### config.mk
export PLATFORM = sky130hd
export DESIGN_NAME = pc_gen
export DESIGN_NICKNAME = d
export VERILOG_FILES = /design/src/rtl/pc_gen.sv
export SDC_FILE = /design/constraint.sdc
export NUM_CORES = 1
export LEC_CHECK = 0
export ABC_CLOCK_PERIOD_IN_PS = 2400
export CAP_MARGIN = 20
export CORE_MARGIN = 10
export CORE_UTILIZATION = 60
export CTS_CLUSTER_SIZE = 28
export DETAILED_ROUTE_END_ITERATION = 10
export DONT_BUFFER_PORTS = 1
export PLACE_DENSITY = 0.79
export SETUP_SLACK_MARGIN = 0.5
export SYNTH_ARGS = -nofsm -noshare
export SYNTH_HDL_FRONTEND = slang
export SYNTH_SLANG_ARGS = --single-unit
### constraint.sdc
create_clock -name clk -period 2.4 [get_ports clk]
set_input_delay 0.72 -clock clk [delete_from_list [all_inputs] [get_ports clk]]
set_output_delay 0.72 -clock clk [all_outputs]
set_load 0.01 [all_outputs]
### src/rtl/pc_gen.sv
// Program-counter generator for the IF stage: picks the next fetch address from trap, redirect,
// deferred redirect or sequential step, with misaligned-target detection and debug halt/resume.
module pc_gen #(
  parameter int unsigned     XLEN         = 32,
  parameter logic [XLEN-1:0] RESET_VECTOR = XLEN'(32'h0000_0000),
  parameter logic [XLEN-1:0] TRAP_VECTOR  = XLEN'(32'h0000_0100),
  parameter int unsigned     STEP         = 4,
  parameter int unsigned     ALIGN_LSB    = 2
) (
  input  logic            clk,
  input  logic            rst,
  input  logic            pc_write_en,
  input  logic            trap_req,
  input  logic            redirect_valid,
  input  logic [XLEN-1:0] redirect_target,
  input  logic            halt_req,
  input  logic            resume,
  output logic [XLEN-1:0] current_pc,
  output logic            fetch_valid,
  output logic            misaligned_fault,
  output logic [XLEN-1:0] fault_addr,
  output logic            pending_valid
);

  typedef enum logic [1:0] {StBoot, StRun, StHalt} state_e;

  // Mask of target bits that must be zero; empty when ALIGN_LSB is 0.
  localparam logic [XLEN-1:0] AlignMask = (XLEN'(1) << ALIGN_LSB) - XLEN'(1);
  localparam logic [XLEN-1:0] StepInc   = XLEN'(STEP);

  state_e          state_q;
  logic [XLEN-1:0] pc_q;
  logic [XLEN-1:0] pend_target_q;
  logic            pend_valid_q;
  logic            fetch_valid_q;
  logic            fault_q;
  logic [XLEN-1:0] fault_addr_q;
  logic            target_misaligned;

  assign target_misaligned = |(redirect_target & AlignMask);

  always_ff @(posedge clk) begin
    if (!rst) begin
      state_q       <= StBoot;
      pc_q          <= RESET_VECTOR;
      pend_target_q <= '0;
      pend_valid_q  <= 1'b0;
      fetch_valid_q <= 1'b0;
      fault_q       <= 1'b0;
      fault_addr_q  <= '0;
    end else begin
      fault_q <= 1'b0;
      case (state_q)
        StBoot: begin
          state_q       <= StRun;
          fetch_valid_q <= 1'b1;
        end
        StRun: begin
          if (halt_req && !trap_req) begin
            state_q       <= StHalt;
            fetch_valid_q <= 1'b0;
          end
          if (trap_req) begin
            pc_q         <= TRAP_VECTOR;
            pend_valid_q <= 1'b0;
          end else if (redirect_valid && target_misaligned) begin
            pc_q         <= TRAP_VECTOR;
            fault_q      <= 1'b1;
            fault_addr_q <= redirect_target;
            pend_valid_q <= 1'b0;
          end else if (redirect_valid && pc_write_en) begin
            pc_q <= redirect_target;
          end else if (redirect_valid) begin
            // Only the first redirect seen during a stall is kept: it is the older instruction.
            if (!pend_valid_q) begin
              pend_target_q <= redirect_target;
              pend_valid_q  <= 1'b1;
            end
          end else if (pend_valid_q && pc_write_en) begin
            pc_q         <= pend_target_q;
            pend_valid_q <= 1'b0;
          end else if (pc_write_en) begin
            pc_q <= pc_q + StepInc;
          end
        end
        StHalt: begin
          if (trap_req) begin
            state_q       <= StRun;
            fetch_valid_q <= 1'b1;
            pc_q          <= TRAP_VECTOR;
            pend_valid_q  <= 1'b0;
          end else if (resume) begin
            state_q       <= StRun;
            fetch_valid_q <= 1'b1;
          end
        end
        default: begin
          state_q       <= StBoot;
          fetch_valid_q <= 1'b0;
        end
      endcase
    end
  end

  assign current_pc       = pc_q;
  assign fetch_valid      = fetch_valid_q;
  assign misaligned_fault = fault_q;
  assign fault_addr       = fault_addr_q;
  assign pending_valid    = pend_valid_q;

endmodule

==> reports/qor.tcl <==
set qor(layout.area.seq_um2) 2040
set qor(post-synth-top-area-cell) {sky130_fd_sc_hd__dfxtp_1}
set qor(drc_violation_count_after_routing) 0
set qor(pre_cts_setup_slack_ns) 0.215
set qor(post_route_cells_drive_above_1_share) 0.174
set qor(timing.setup.critical_path_class) {reg -> reg}
set qor(diodes_inserted) 0
set qor(critical_path.endpoint_type) {flop}
set qor(die_w_um) 111
set qor(wire_per_inst_um) 20.5
set qor(cts_tree) {yes}
set qor(portBuffers) 0
set qor(layout_common_cells) {sky130_fd_sc_hd__nand2_1, sky130_fd_sc_hd__dfxtp_1, sky130_fd_sc_hd__a21boi_0, sky130_fd_sc_hd__a21oi_1, sky130_fd_sc_hd__buf_4}
set qor(grt_pass1_vias) 4550
set qor(crit_path_arrival_time_ns) 2.17
set qor(start_util) 0.608
set qor(gr-usage-met3) 0.0747
set qor(drt-initial-drc-count) 373
set qor(htree_levels) 3
set qor(timing.critical_path.from_type) {flop}
set qor(compound_gate_fraction_of_synth_area) 0.255
set qor(synth_mux_area_frac) 0.00810
set qor(global_route.usage.total) 0.235
set qor(clock_tree.buffer_depth) 2
set qor(layout.nets) 675
set qor(yosys_warnings) 0
set qor(layout_min_cycle_time_ns) 1.87
set qor(synth.avg_cell_area_um2) 7.93
set qor(worst_ep_required_time_ns) 2.70
set qor(route.detailed.vias_per_inst) 6.32
set qor(synth_area_leaders) {sky130_fd_sc_hd__dfxtp_1, sky130_fd_sc_hd__nand2_1, sky130_fd_sc_hd__a21boi_0}
set qor(grt_setup_unrepaired) {true}
set qor(worstHoldPathType) {reg -> reg}
set qor(dr.pass1.iters) 8
set qor(clock_latency_ns) 0.36
set qor(ir_drop_uv) 337
set qor(power.density_cell_area_nw_per_um2) 565
set qor(area_occupied_by_multi_input_gates_um2) 2860
set qor(final_max_tran_viols) 0
set qor(rows) 33
set qor(finalWeightedCongestion) 0.919
set qor(setup_viol) 0
set qor(synth-simple-area-share) 0.258
set qor(cts_made_buffers) 9
set qor(yosys.area_share.adder) 0.0101
set qor(main_combinational_cell_family_by_area_after_synthesis) {simple AND/OR/NAND/NOR gates}
set qor(coreArea_um2) 8130
set qor(number_of_flip_flops_and_latches_in_the_synthesized_netlist) 100
set qor(clock_tree.root_cell) {sky130_fd_sc_hd__clkbuf_8}
set qor(place_area_um2) 5160
set qor(global_route_wire_length_before_repair_um) 24400
set qor(postRouteWirelength_um) 15200
set qor(grt.met1_usage) 0.289
set qor(use_met2) 0.382
set qor(synth_xor_area_frac) 0.0159
set qor(route.vias.total) 4691
set qor(floorplan.io_pins) 106
set qor(core_occupancy_in_the_finished_layout) 0.691
set qor(edff_count_synth) 0
set qor(mostFrequentLayoutCell) {sky130_fd_sc_hd__nand2_1}
set qor(antenna_violating_nets_post_route) 0
set qor(tightest_slew_margin_relative_to_the_limit) 0.572
set qor(fraction_of_the_yosys_area_taken_by_sequential_cells) 0.405
set qor(total_power_mw) 3.18
set qor(half_perimeter_wire_length_after_placement_um) 10500
set qor(synth_flop_cell) {sky130_fd_sc_hd__dfxtp_1}
set qor(cts_sinks) 100
set qor(cap_violations) 0
set qor(pin_count_of_the_biggest_net_entering_global_routing) 66
set qor(max_slew.worst_pin.slew_ns) 0.638
set qor(area_growth_syn_to_layout_pct) 13.7
set qor(synth_async_sr_flop_share) 0
set qor(synth_cell_type_count) 60
set qor(synth_largest_type_area_fraction) 0.405
set qor(die-height_um) 111
set qor(stdcell_area_um2) 5620
set qor(fmax_mhz) 534
set qor(worst-path-max-fanout) 7
set qor(outcome) {finished clean}
set qor(timing.final.crit_share) 0.781
set qor(mappedNetlistNets) 666
set qor(post-route-worst-setup-slack_ns) 0.526
set qor(timing_hold_violations_final) 0
set qor(global_route.overflow_total) 0
set qor(totalNegativeSetupSlack_ns) 0
set qor(timing.clock.skew_ns) 0.0128
set qor(p_leak_nw) 1.90
set qor(clk_slew_on_worst_s_h_paths_ns) 0.10
set qor(post_synth_instance_area_um2) 4940
set qor(grt_most_used_layer) {met2}
set qor(final.fill_count) 639
set qor(grt_antenna_before_repair) 0
set qor(die-area_um2) 12300
set qor(synth_cells) 623
-- state kept, by name, summed over array words and instances (netlist names) --
| signal | flops |
|---|---|
| current_pc | 32 |
| fault_addr | 32 |
| pend_target_q | 32 |
| misaligned_fault | 1 |
| state_q | 2 |
| pending_valid | 1 |
-- final timing paths --
check                                  startpoint                 to  slack [ns]  cells after the start
worst max-delay path                   state_q[0]     current_pc[21]        0.53                      8
worst min-delay path            pend_target_q[25]  pend_target_q[25]        0.46                      2
worst max register to register         state_q[0]     current_pc[21]        0.53                      8
worst min register to register  pend_target_q[25]  pend_target_q[25]        0.46                      2
-- routing by layer --
| metal | up-vias | wire, um |
|---|---|---|
| met1 | 2254 | 6110 |
| li1 | 2227 | - |
| met2 | 185 | 7340 |
| met5 | - | 0 |
| met4 | 0 | 271 |
| met3 | 25 | 1460 |
-- repair_timing --
action,CTS,global route
resized for setup,20,27
buffers inserted,9,7
hold buffers,0,0
pin swaps,9,8
endpoints found under the setup margin,54,56
-- cell families after synthesis --
group,after synthesis
AOI/OAI and AO/OA,183
and+or+nand+nor,272
xor gates and xnor gates,9
adders and majority gates,4
buffers and inverters,51
DFF,100
muxes,4
-- power by group --
group / leakage [nW] / switching [mW] / total, mW / internal [mW]
combinational: 0.986 / 0.190 / 0.337 / 0.147
clock: 0.0939 / 0.605 / 1.10 / 0.494
sequential: 0.819 / 0.0474 / 1.74 / 1.69
-- synth_stat cells, types with 5 or more instances --
cell                        instances
sky130_fd_sc_hd__o2111ai_1          5
sky130_fd_sc_hd__and4_1             6
sky130_fd_sc_hd__nor2b_1            6
sky130_fd_sc_hd__clkbuf_1          34
sky130_fd_sc_hd__a31oi_1            6
sky130_fd_sc_hd__o21ai_0           30
sky130_fd_sc_hd__nor2_1            23
sky130_fd_sc_hd__nand3_1           18
sky130_fd_sc_hd__a21oi_1           35
sky130_fd_sc_hd__dfxtp_1          100
sky130_fd_sc_hd__inv_1              7
sky130_fd_sc_hd__and2_1             7
sky130_fd_sc_hd__a22oi_1            7
sky130_fd_sc_hd__nand2b_1           5
sky130_fd_sc_hd__a221o_1            6
sky130_fd_sc_hd__nand4_1            7
sky130_fd_sc_hd__nand2_1          153
sky130_fd_sc_hd__o211ai_1           8
sky130_fd_sc_hd__nor3_1            12
sky130_fd_sc_hd__xor2_1             5
sky130_fd_sc_hd__a21boi_0          51
sky130_fd_sc_hd__and3_1             8
-- worst max-delay path, stage by stage (launching register included) --
cell and delay, ns:
sky130_fd_sc_hd__dfxtp_2 0.36, sky130_fd_sc_hd__inv_2 0.06, sky130_fd_sc_hd__ha_4 0.18, sky130_fd_sc_hd__nor4bb_4 0.30, sky130_fd_sc_hd__buf_4 0.18, sky130_fd_sc_hd__nand3_4 0.10, sky130_fd_sc_hd__or4_4 0.42, sky130_fd_sc_hd__mux2i_1 0.12
sky130_fd_sc_hd__nand2b_1 0.10
-- cell type report --
class                           instances  area share
Sequential cell                       100       0.363
Tap cell                              105      0.0234
Clock buffer                           10      0.0227
Multi-Input combinational cell        472       0.509
Clock inverter                          6      0.0127
Timing Repair Buffer                   41      0.0630
Inverter                                8     0.00535
-- per-stage QoR --
stage                     hold WS [ns]  cells
after floorplan                  0.433    623
after global placement           0.440    710
after detailed placement         0.448    710
after CTS                        0.461    735
after global routing             0.475    742
final                            0.463    742
(Power assumes the default switching activity.)
